$ cat config.mk
export PLATFORM = sky130hd
export DESIGN_NAME = mult_arbiter_ctrl_flat
export DESIGN_NICKNAME = d
export VERILOG_FILES = /design/src/rtl/mult_arbiter_if.sv /design/src/rtl/mult_arbiter_ctrl.sv /design/src/flat_wrapper.sv
export SDC_FILE = /design/constraint.sdc
export NUM_CORES = 1
export LEC_CHECK = 0
export BUFFER_PORTS_ARGS = -buffer_cell sky130_fd_sc_hd__clkbuf_2
export CAP_MARGIN = 20
export CORE_ASPECT_RATIO = 0.75
export CORE_MARGIN = 3
export CORE_UTILIZATION = 35
export CTS_CLUSTER_DIAMETER = 50
export DETAILED_ROUTE_END_ITERATION = 6
export SETUP_SLACK_MARGIN = 0.02
export SLEW_MARGIN = 20
export SYNTH_ARGS = -nofsm -noshare
export SYNTH_HDL_FRONTEND = slang
export SYNTH_SLANG_ARGS = --single-unit
$ cat constraint.sdc
create_clock -name clk -period 1.8 [get_ports clk]
set_clock_uncertainty 0.05 [all_clocks]
set_input_delay 0.09 -clock clk [delete_from_list [all_inputs] [get_ports clk]]
set_output_delay 0.09 -clock clk [all_outputs]
set_load 0.01 [all_outputs]
$ cat src/rtl/mult_arbiter_if.sv
// Request/response bus between two requesters and the multiplier sequencer.
//   req_valid[i]  requester i has an operand pair pending
//   req_ready[i]  grant/accept strobe for requester i (combinational)
//   req_a*/req_b* signed multiplicand/multiplier of each requester
//   rsp_valid[i]  rsp_y holds requester i's product
//   rsp_ready[i]  requester i accepts the product
//   rsp_y         signed 2*WIDTH product
interface mult_arbiter_if #(
    parameter int unsigned WIDTH = 8
);
    logic [1:0]         req_valid;
    logic [1:0]         req_ready;
    logic [WIDTH-1:0]   req_a0;
    logic [WIDTH-1:0]   req_b0;
    logic [WIDTH-1:0]   req_a1;
    logic [WIDTH-1:0]   req_b1;
    logic [1:0]         rsp_valid;
    logic [1:0]         rsp_ready;
    logic [2*WIDTH-1:0] rsp_y;

    // Requester side
    modport master (
        output req_valid, req_a0, req_b0, req_a1, req_b1, rsp_ready,
        input  req_ready, rsp_valid, rsp_y
    );

    // Arbiter/sequencer side
    modport slave (
        input  req_valid, req_a0, req_b0, req_a1, req_b1, rsp_ready,
        output req_ready, rsp_valid, rsp_y
    );
endinterface

$ cat src/rtl/mult_arbiter_ctrl.sv
// Round-robin arbiter and step sequencer for a shared signed shift-add
// multiplier datapath. Grants one of two requesters, drives load/add/sub/shift
// strobes over WIDTH add-shift steps, captures the product and returns it to
// the granted requester.
//   clk, rst_n   clock (rising edge), async active-low reset
//   bus          request/response bus (slave side)
//   dp_s, dp_b   registered operands to the datapath
//   dp_load/add/sub/shift  datapath strobes, one-hot or idle
//   dp_m         datapath current B[0]
//   dp_y         datapath {A,B}
//   busy         high whenever not idle
//   count        current step index, 0 outside the add/shift loop
module mult_arbiter_ctrl #(
    parameter int unsigned WIDTH      = 8,
    parameter bit          FIRST_PRIO = 1'b0
) (
    input  logic                 clk,
    input  logic                 rst_n,
    mult_arbiter_if.slave        bus,
    output logic [WIDTH-1:0]     dp_s,
    output logic [WIDTH-1:0]     dp_b,
    output logic                 dp_load,
    output logic                 dp_add,
    output logic                 dp_sub,
    output logic                 dp_shift,
    input  logic                 dp_m,
    input  logic [2*WIDTH-1:0]   dp_y,
    output logic                 busy,
    output logic [3:0]           count
);
    localparam int unsigned CW   = 4;
    localparam int unsigned PW   = 2 * WIDTH;
    localparam logic [CW-1:0] LAST = CW'(WIDTH - 1);

    typedef enum logic [2:0] {
        IDLE,
        LOAD,
        ADD,
        SHIFT,
        CAPT,
        RESP
    } state_t;

    state_t         state;
    logic           grant;       // requester owning the current operation
    logic           last_grant;  // fairness pointer
    logic [PW-1:0]  rsp_y;
    logic [1:0]     win_c;       // one-hot grant decision in IDLE

    // Grant decision: single requester wins outright, a tie goes to ~last_grant.
    // Gated by rst_n so no grant is offered while reset is held.
    always_comb begin
        win_c = 2'b00;
        if (state == IDLE && rst_n) begin
            case (bus.req_valid)
                2'b01:   win_c = 2'b01;
                2'b10:   win_c = 2'b10;
                2'b11:   win_c = last_grant ? 2'b01 : 2'b10;
                default: win_c = 2'b00;
            endcase
        end
    end

    assign bus.req_ready = win_c;

    // Strobes decode from the state register; add/sub also need the live
    // multiplier bit, which is only valid once the previous shift has landed.
    assign dp_load  = (state == LOAD);
    assign dp_add   = (state == ADD) && dp_m && (count != LAST);
    assign dp_sub   = (state == ADD) && dp_m && (count == LAST);
    assign dp_shift = (state == SHIFT);

    assign bus.rsp_valid = (state == RESP) ? (grant ? 2'b10 : 2'b01) : 2'b00;
    assign bus.rsp_y     = rsp_y;

    // Sequencer state, operand latches, product capture and fairness pointer
    always_ff @(posedge clk or negedge rst_n) begin
        if (!rst_n) begin
            state      <= IDLE;
            grant      <= 1'b0;
            last_grant <= ~FIRST_PRIO;
            dp_s       <= '0;
            dp_b       <= '0;
            rsp_y      <= '0;
            busy       <= 1'b0;
            count      <= '0;
        end else begin
            case (state)
                IDLE: begin
                    if (win_c != 2'b00) begin
                        grant      <= win_c[1];
                        last_grant <= win_c[1];
                        dp_s       <= win_c[1] ? bus.req_a1 : bus.req_a0;
                        dp_b       <= win_c[1] ? bus.req_b1 : bus.req_b0;
                        busy       <= 1'b1;
                        state      <= LOAD;
                    end
                end
                LOAD: begin
                    count <= '0;
                    state <= ADD;
                end
                ADD: begin
                    state <= SHIFT;
                end
                SHIFT: begin
                    if (count != LAST) begin
                        count <= count + CW'(1);
                        state <= ADD;
                    end else begin
                        count <= '0;
                        state <= CAPT;
                    end
                end
                CAPT: begin
                    rsp_y <= dp_y;
                    state <= RESP;
                end
                RESP: begin
                    // Only the owning requester's ready completes delivery
                    if (bus.rsp_ready[grant]) begin
                        busy  <= 1'b0;
                        state <= IDLE;
                    end
                end
                default: begin
                    busy  <= 1'b0;
                    count <= '0;
                    state <= IDLE;
                end
            endcase
        end
    end
endmodule
$ cat src/flat_wrapper.sv
// flat-port wrapper written by rule: the top's interface ports become plain ports
module mult_arbiter_ctrl_flat 
#(
    parameter int unsigned WIDTH      = 8,
    parameter bit          FIRST_PRIO = 1'b0
)
  (clk, rst_n, dp_s, dp_b, dp_load, dp_add, dp_sub, dp_shift, dp_m, dp_y, busy, count, bus_req_valid, bus_req_a0, bus_req_b0, bus_req_a1, bus_req_b1, bus_rsp_ready, bus_req_ready, bus_rsp_valid, bus_rsp_y);
  mult_arbiter_if #(.WIDTH(WIDTH)) bus_i ();
  input  logic clk;
  input  logic rst_n;
  output logic [WIDTH-1:0] dp_s;
  output logic [WIDTH-1:0] dp_b;
  output logic dp_load;
  output logic dp_add;
  output logic dp_sub;
  output logic dp_shift;
  input  logic dp_m;
  input  logic [2*WIDTH-1:0] dp_y;
  output logic busy;
  output logic [3:0] count;
  input wire logic [$bits(bus_i.req_valid)-1:0] bus_req_valid;
  input wire logic [$bits(bus_i.req_a0)-1:0] bus_req_a0;
  input wire logic [$bits(bus_i.req_b0)-1:0] bus_req_b0;
  input wire logic [$bits(bus_i.req_a1)-1:0] bus_req_a1;
  input wire logic [$bits(bus_i.req_b1)-1:0] bus_req_b1;
  input wire logic [$bits(bus_i.rsp_ready)-1:0] bus_rsp_ready;
  output wire logic [$bits(bus_i.req_ready)-1:0] bus_req_ready;
  output wire logic [$bits(bus_i.rsp_valid)-1:0] bus_rsp_valid;
  output wire logic [$bits(bus_i.rsp_y)-1:0] bus_rsp_y;
  assign bus_i.req_valid = bus_req_valid;
  assign bus_i.req_a0 = bus_req_a0;
  assign bus_i.req_b0 = bus_req_b0;
  assign bus_i.req_a1 = bus_req_a1;
  assign bus_i.req_b1 = bus_req_b1;
  assign bus_i.rsp_ready = bus_rsp_ready;
  assign bus_req_ready = bus_i.req_ready;
  assign bus_rsp_valid = bus_i.rsp_valid;
  assign bus_rsp_y = bus_i.rsp_y;
  mult_arbiter_ctrl #(.WIDTH(WIDTH), .FIRST_PRIO(FIRST_PRIO)) u_core (.clk(clk), .rst_n(rst_n), .bus(bus_i), .dp_s(dp_s), .dp_b(dp_b), .dp_load(dp_load), .dp_add(dp_add), .dp_sub(dp_sub), .dp_shift(dp_shift), .dp_m(dp_m), .dp_y(dp_y), .busy(busy), .count(count));
endmodule
Yosys cells after proc, flatten, opt, wreduce, memory -nomap -nowiden:

Cells that the tools add are included.
Widths: inputs -> output; s select.

* $lt $le $gt $ge: 1
* reductions and logical operators: 11
* mux-type cells: 18
* bitwise operators: 1
* add/subtract/negate cells: 1
* equality and inequality tests: 12

Operators by type and width (number)
* $pmux 3 s6: 1
* $mux 8: 2
* $mux 3: 3
* $mux 2: 4
* $pmux 4 s2: 1
* $reduce_or 4->1: 2
* $eq 3x2->1 const B: 2
* $eq 3x3->1 const B: 2
* $pmux 2 s3: 1
* $add 4x1->4 const B: 1
* $eq 2x2->1 const B: 2
* $eq 4x3->1 const B: 1
* $logic_and 1x1->1: 4
* $mux 1: 4
* $mux 4: 1
* $ne 2x2->1 const B: 2
* $ne 4x3->1 const B: 1
* $reduce_and 2->1: 2
* $eq 3x1->1 const B: 1
* $logic_not 3->1: 1
* $pmux 1 s3: 1
* $reduce_and 3->1: 1
* $eq 2x1->1 const B: 1
* $lt 1x2->1 const B: 1
* other kinds (2): 2

* bits of input ports: 55
* flip-flop bits (word level): 42
* logic and storage cells: 52
* output and inout bits: 45

Logic depth before layout (Yosys ltp):

* depth in word-level cells: 6
* mapped depth: 6
* gate-level depth less buffers: 4

Least setup slack after synthesis:

No wires, ideal clock.

* path type: reg-to-reg
* start: register u_core.state[0]
* end: register u_core.rsp_y[10], in the netlist u_core.bus.rsp_y[10]
* data required time: 1.625 ns
* path buffers: 2
* slack: 0.248 ns
* setup time: 0.125 ns
* stages on the path, launching flop included: 5
* arrival: 1.377 ns
* period minus slack after synthesis: 1.552 ns
* cells stage by stage: dfrtp_1 buf_6 nor3b_4 buf_4 mux2_2

* word-level cells in the longest chain between the ends: 1

RTL lines
* start: declaration: RTL line mult_arbiter_ctrl.sv:44 `state_t state;`
* start signal: assignment: RTL line mult_arbiter_ctrl.sv:79 `state <= IDLE;`
* start signal: assignment: RTL line mult_arbiter_ctrl.sv:96 `state <= LOAD;`
* start signal: assignment: RTL line mult_arbiter_ctrl.sv:101 `state <= ADD;`
* $eq 3x3->1: RTL line mult_arbiter_ctrl.sv:88 `case (state)`
* end signal: assignment: RTL line mult_arbiter_ctrl.sv:116 `rsp_y <= dp_y;`
* end: declaration: RTL line mult_arbiter_ctrl.sv:47 `logic [PW-1:0] rsp_y;`

No other way between the ends.
A chain may end at the register's enable or synchronous reset.

Final worst setup path:

* start: register u_core.state[0]
* end: output port bus_req_ready[1]

* word-level cells in the longest chain between the ends: 3

RTL lines
* $logic_not 3->1: RTL line mult_arbiter_ctrl.sv:54 `if (state == IDLE && rst_n) begin`
* $logic_and 1x1->1: RTL line mult_arbiter_ctrl.sv:54
* $mux 2: RTL line mult_arbiter_ctrl.sv:54
* end: declaration: RTL line flat_wrapper.sv:27 `output wire logic [$bits(bus_i.req_ready)-1:0] bus_req_ready;`

No other way between the ends.

==> metrics.yaml <==
yosys:
  synthAdderAreaFrac_pct: 0.634
  synth_edf_count: 0
  seq_area_frac_synth_pct: 53.3
  synth.avg_cell_area_um2: 12.3
  synth_nets: 217
  synth_flop_cell: "dfrtp_1"
  synth_top_family_by_area: "compound AO/OA/AOI/OAI gates"
  ys_ff_latch: 42
  synth-simple-area-share_pct: 11.6
  synth_compound_area_share_pct: 20.1
  ys_warn_count: 0
  yosysUniqueCellTypes: 34
  async_flop_share_pct: 100
  syn_area_um2: 1970
  synth_xor_area_share_pct: 0
  synthMuxAreaShare_pct: 10.1
  synthCells: 161
layout:
  nets: 334
  drive_gt1_share_pct: 49.8
  final_cell_area_um2: 2900
  num_antenna_cells: 0
  area.growth.synth_to_final_pct: 46.7
  utilization_pct: 53.5
  fillers: 514
power_and_ir_drop:
  p_comb_share_pct: 37.1
  power.switching_uw: 1350
  p_int_uw: 2670
  leakagePower_uw: 0.00141
  clock_power_share_pct: 23.0
  powerDensity_nw_per_um2: 1390
  peakVddDrop_mv: 0.584
  seq_power_share_pct: 39.8
  power.switching_fraction_pct: 33.6
setup_path:
  cp_top_family: "simple AND/OR/NAND/NOR gates"
  ff2ff_path_depth: 4
  path_buf_inv: 2
  slowest_delay_ns: 0.42
  r2r_start: "u_core.state[0]"
  setup.worst_path.end_class: "primary output"
  crit_chain: "buf_4, nor3_2, nand2_1, nor2_1, clkbuf_2"
  worst_setup_path_start_kind: "flop"
  crit_fanout: 16
  crit_start: "u_core.state[0]"
  worst_path_max_delay_cell: "dfrtp_1"
  criticalPathCategory: "reg2out"
  worstSetupEndpoint: "bus_req_ready[1]"
  r2r_end: "u_core.bus.rsp_y[14]"
  cp.required_ns: 1.66
  path_depth: 5
  worstPathArrival_ns: 1.53
  reg2reg_slack_ns: 0.22
floorplan:
  dieArea_um2: 6590
  row_count: 23
  start_util_pct: 36.5
  coreArea_um2: 5410
  die_h_um: 71.0
  pin_count: 100
  die_x_um: 92.7
global_route:
  grt_max_degree: 44
  grt_pass1_wl_um: 8930
  globalRoute.totalOverflow: 0
  grt_use_total_pct: 17.0
  antenna_found_initial: 0
  grt_pass1_vias: 1789
flow_run:
  maxCapViolations: 0
route:
  ant_nets: 0
  drc: 0
  via_count: 1777
  dr.pass1.iters: 4
  viasPerCell: 5.02
  drt_wl_total_um: 5440
  wl_per_cell_um: 15.4
  drtIter0Drc: 79
clocking:
  cts_max_path_buffers: 2
  hold_buffers: 17
  cts_tree: "yes"
  root_buffer: "clkbuf_8"
  cts_setup_buffers: 0
  h-tree-depth: 2
  clock-sinks: 42
  insertion_delay_ns: 0.29
  clk_pin_slew_worst_paths_ns: 0.08
  tritoncts.num_buffers: 5
placed_design:
  port_buffers: 99
  dp_hpwl_um: 3820
  routabilityCongestion: 0.754
  dpl-instance-area_um2: 2570
timing:
  slew_viol_final: 0
  worst_hold_slack_ns: -0.143
  period_minus_slack_ns: 1.67
  tightest_slew_ns: 0.703
  setup_viol: 0
  rsz0062_at_grt: "no"
  finalCritPeriodShare_pct: 92.9
  hold_viol_final: 41
  max_freq_mhz: 598
  max_slew_margin_pct: 52.9
  fin_tns_setup_ns: 0
status:
  status: "finished, violations left"
  violations: "hold timing"
hold_path:
  hold_path.class: "in2async"
[state kept, by name (all words and copies together), names as in the netlist]
register,flops
u_core.state,3
u_core.last_grant,1
u_core.dp_s,8
u_core.busy,1
u_core.dp_b,8
u_core.bus.rsp_y,16
u_core.count,4
u_core.grant,1
[timing repair]
action / in CTS / in global routing
endpoints found under the setup margin: 1 / 4
cloned: 0 / 0
pin swaps: 0 / 0
hold endpoints to repair: 58 / 41
resized for setup: 1 / 3
[Yosys cell counts (2+ instances only)]
cell	n	area, um^2
dfrtp_1	41	1030
a2bb2oi_1	17	149
mux2_2	16	180
o32ai_1	16	140
clkbuf_1	6	22.5
nand2_1	6	22.5
nor2_1	6	22.5
o21ai_0	6	30.0
nor2b_1	5	31.3
buf_2	4	20.0
nor3_1	4	20.0
a21oi_1	3	15.0
and3b_1	3	26.3
nor3b_1	3	22.5
a31oi_1	2	12.5
buf_4	2	15.0
buf_6	2	22.5
mux2i_1	2	20.0
nand3_1	2	10.0
[logic make-up after synthesis]
group	after synthesis
AO/OA/AOI/OAI	50
adder cells (fa/ha/maj)	1
buffers and inverters	15
flip-flops	42
multiplexers	18
AND/OR/NAND/NOR	35
[layout make-up]
class / count / area [um^2] / area share (%)
sequential: 42 / 1050 / 36.3
multi-input combinational: 104 / 853 / 29.5
timing repair buffer: 124 / 751 / 25.9
tap: 75 / 93.8 / 3.24
clock buffer: 6 / 82.6 / 2.85
clock inverter: 2 / 60.1 / 2.07
inverter: 1 / 3.75 / 0.130
[per-layer routing]
metal	part of all wire, %	global-route usage (%)	wire length [um]
met5	0	0	0
met2	48	27.3	2590
met1	45	23.4	2440
met3	7.4	4.46	402
met4	0.33	3.41	18
[power groups by stage]
| stage | Clock (uW) | Combinational (uW) | Sequential (uW) |
|---|---|---|---|
| floorplan | 0 | 742 | 1720 |
| global placement | 0 | 1440 | 1600 |
| detailed placement | 0 | 1470 | 1600 |
| CTS | 941 | 1500 | 1600 |
| global route | 977 | 1630 | 1650 |
| finish | 924 | 1490 | 1600 |
[stage by stage]
| step | total power, uW | hold WS [ns] | setup WS [ns] | std cells |
|---|---|---|---|---|
| final | 4010 | -0.143 | 0.128 | 354 |
| after global routing | 4260 | -0.0800 | 0.0283 | 354 |
| after CTS | 4040 | -0.116 | 0.0250 | 354 |
| after detailed placement | 3070 | 0.202 | 0.0359 | 329 |
| after global placement | 3040 | 0.204 | 0.107 | 329 |
| after floorplan | 2460 | -0.256 | 0.248 | 161 |
[how the worst min path moves through the flow]
stage / startpoint / to / slack (ns) / depth (start not counted)
2_1_floorplan: rst_n / u_core.bus.rsp_y[0] / -0.26 / 0
3_3_place_gp: rst_n / u_core.dp_s[3] / 0.20 / 2
3_5_place_dp: rst_n / u_core.dp_s[3] / 0.20 / 2
4_1_cts: rst_n / u_core.busy / -0.12 / 2
5_1_grt: rst_n / u_core.busy / -0.08 / 2
6_report: rst_n / u_core.dp_s[3] / -0.14 / 2
[worst reg2reg max path, delay by kind of cell, from the launching register on]
kind	cells	cell delay, ns
buffers and inverters	2	0.39
muxes	1	0.36
DFF	1	0.42
and+or+nand+nor	1	0.24
[layout by cell type (no fill, tap or decap)]
master	count
dlygate4sd3_1	17
nor3_2	1
ha_1	1
a31oi_1	2
nor2_1	6
buf_4	6
o32ai_1	16
clkbuf_8	6
nor3b_2	1
nor3b_4	1
dfstp_2	1
o41ai_1	1
nor2b_1	3
nand2b_1	1
bufinv_16	2
a21oi_1	3
nor3b_1	2
nand2_1	6
mux2i_1	2
and3b_1	3
a21o_1	1
buf_12	2
a22oi_1	1
a221oi_1	1
nor4b_4	1
clkbuf_2	99
nand3_1	2
dfrtp_1	41
o21ai_0	6
nand3b_1	1
clkinv_1	1
nor2b_2	2
mux2_2	16
a2bb2oi_1	17
nor3_1	3
a21bo_2	1
o21a_1	1
nand4bb_1	1
and3_1	1
Power figures use the tool's default switching activity.
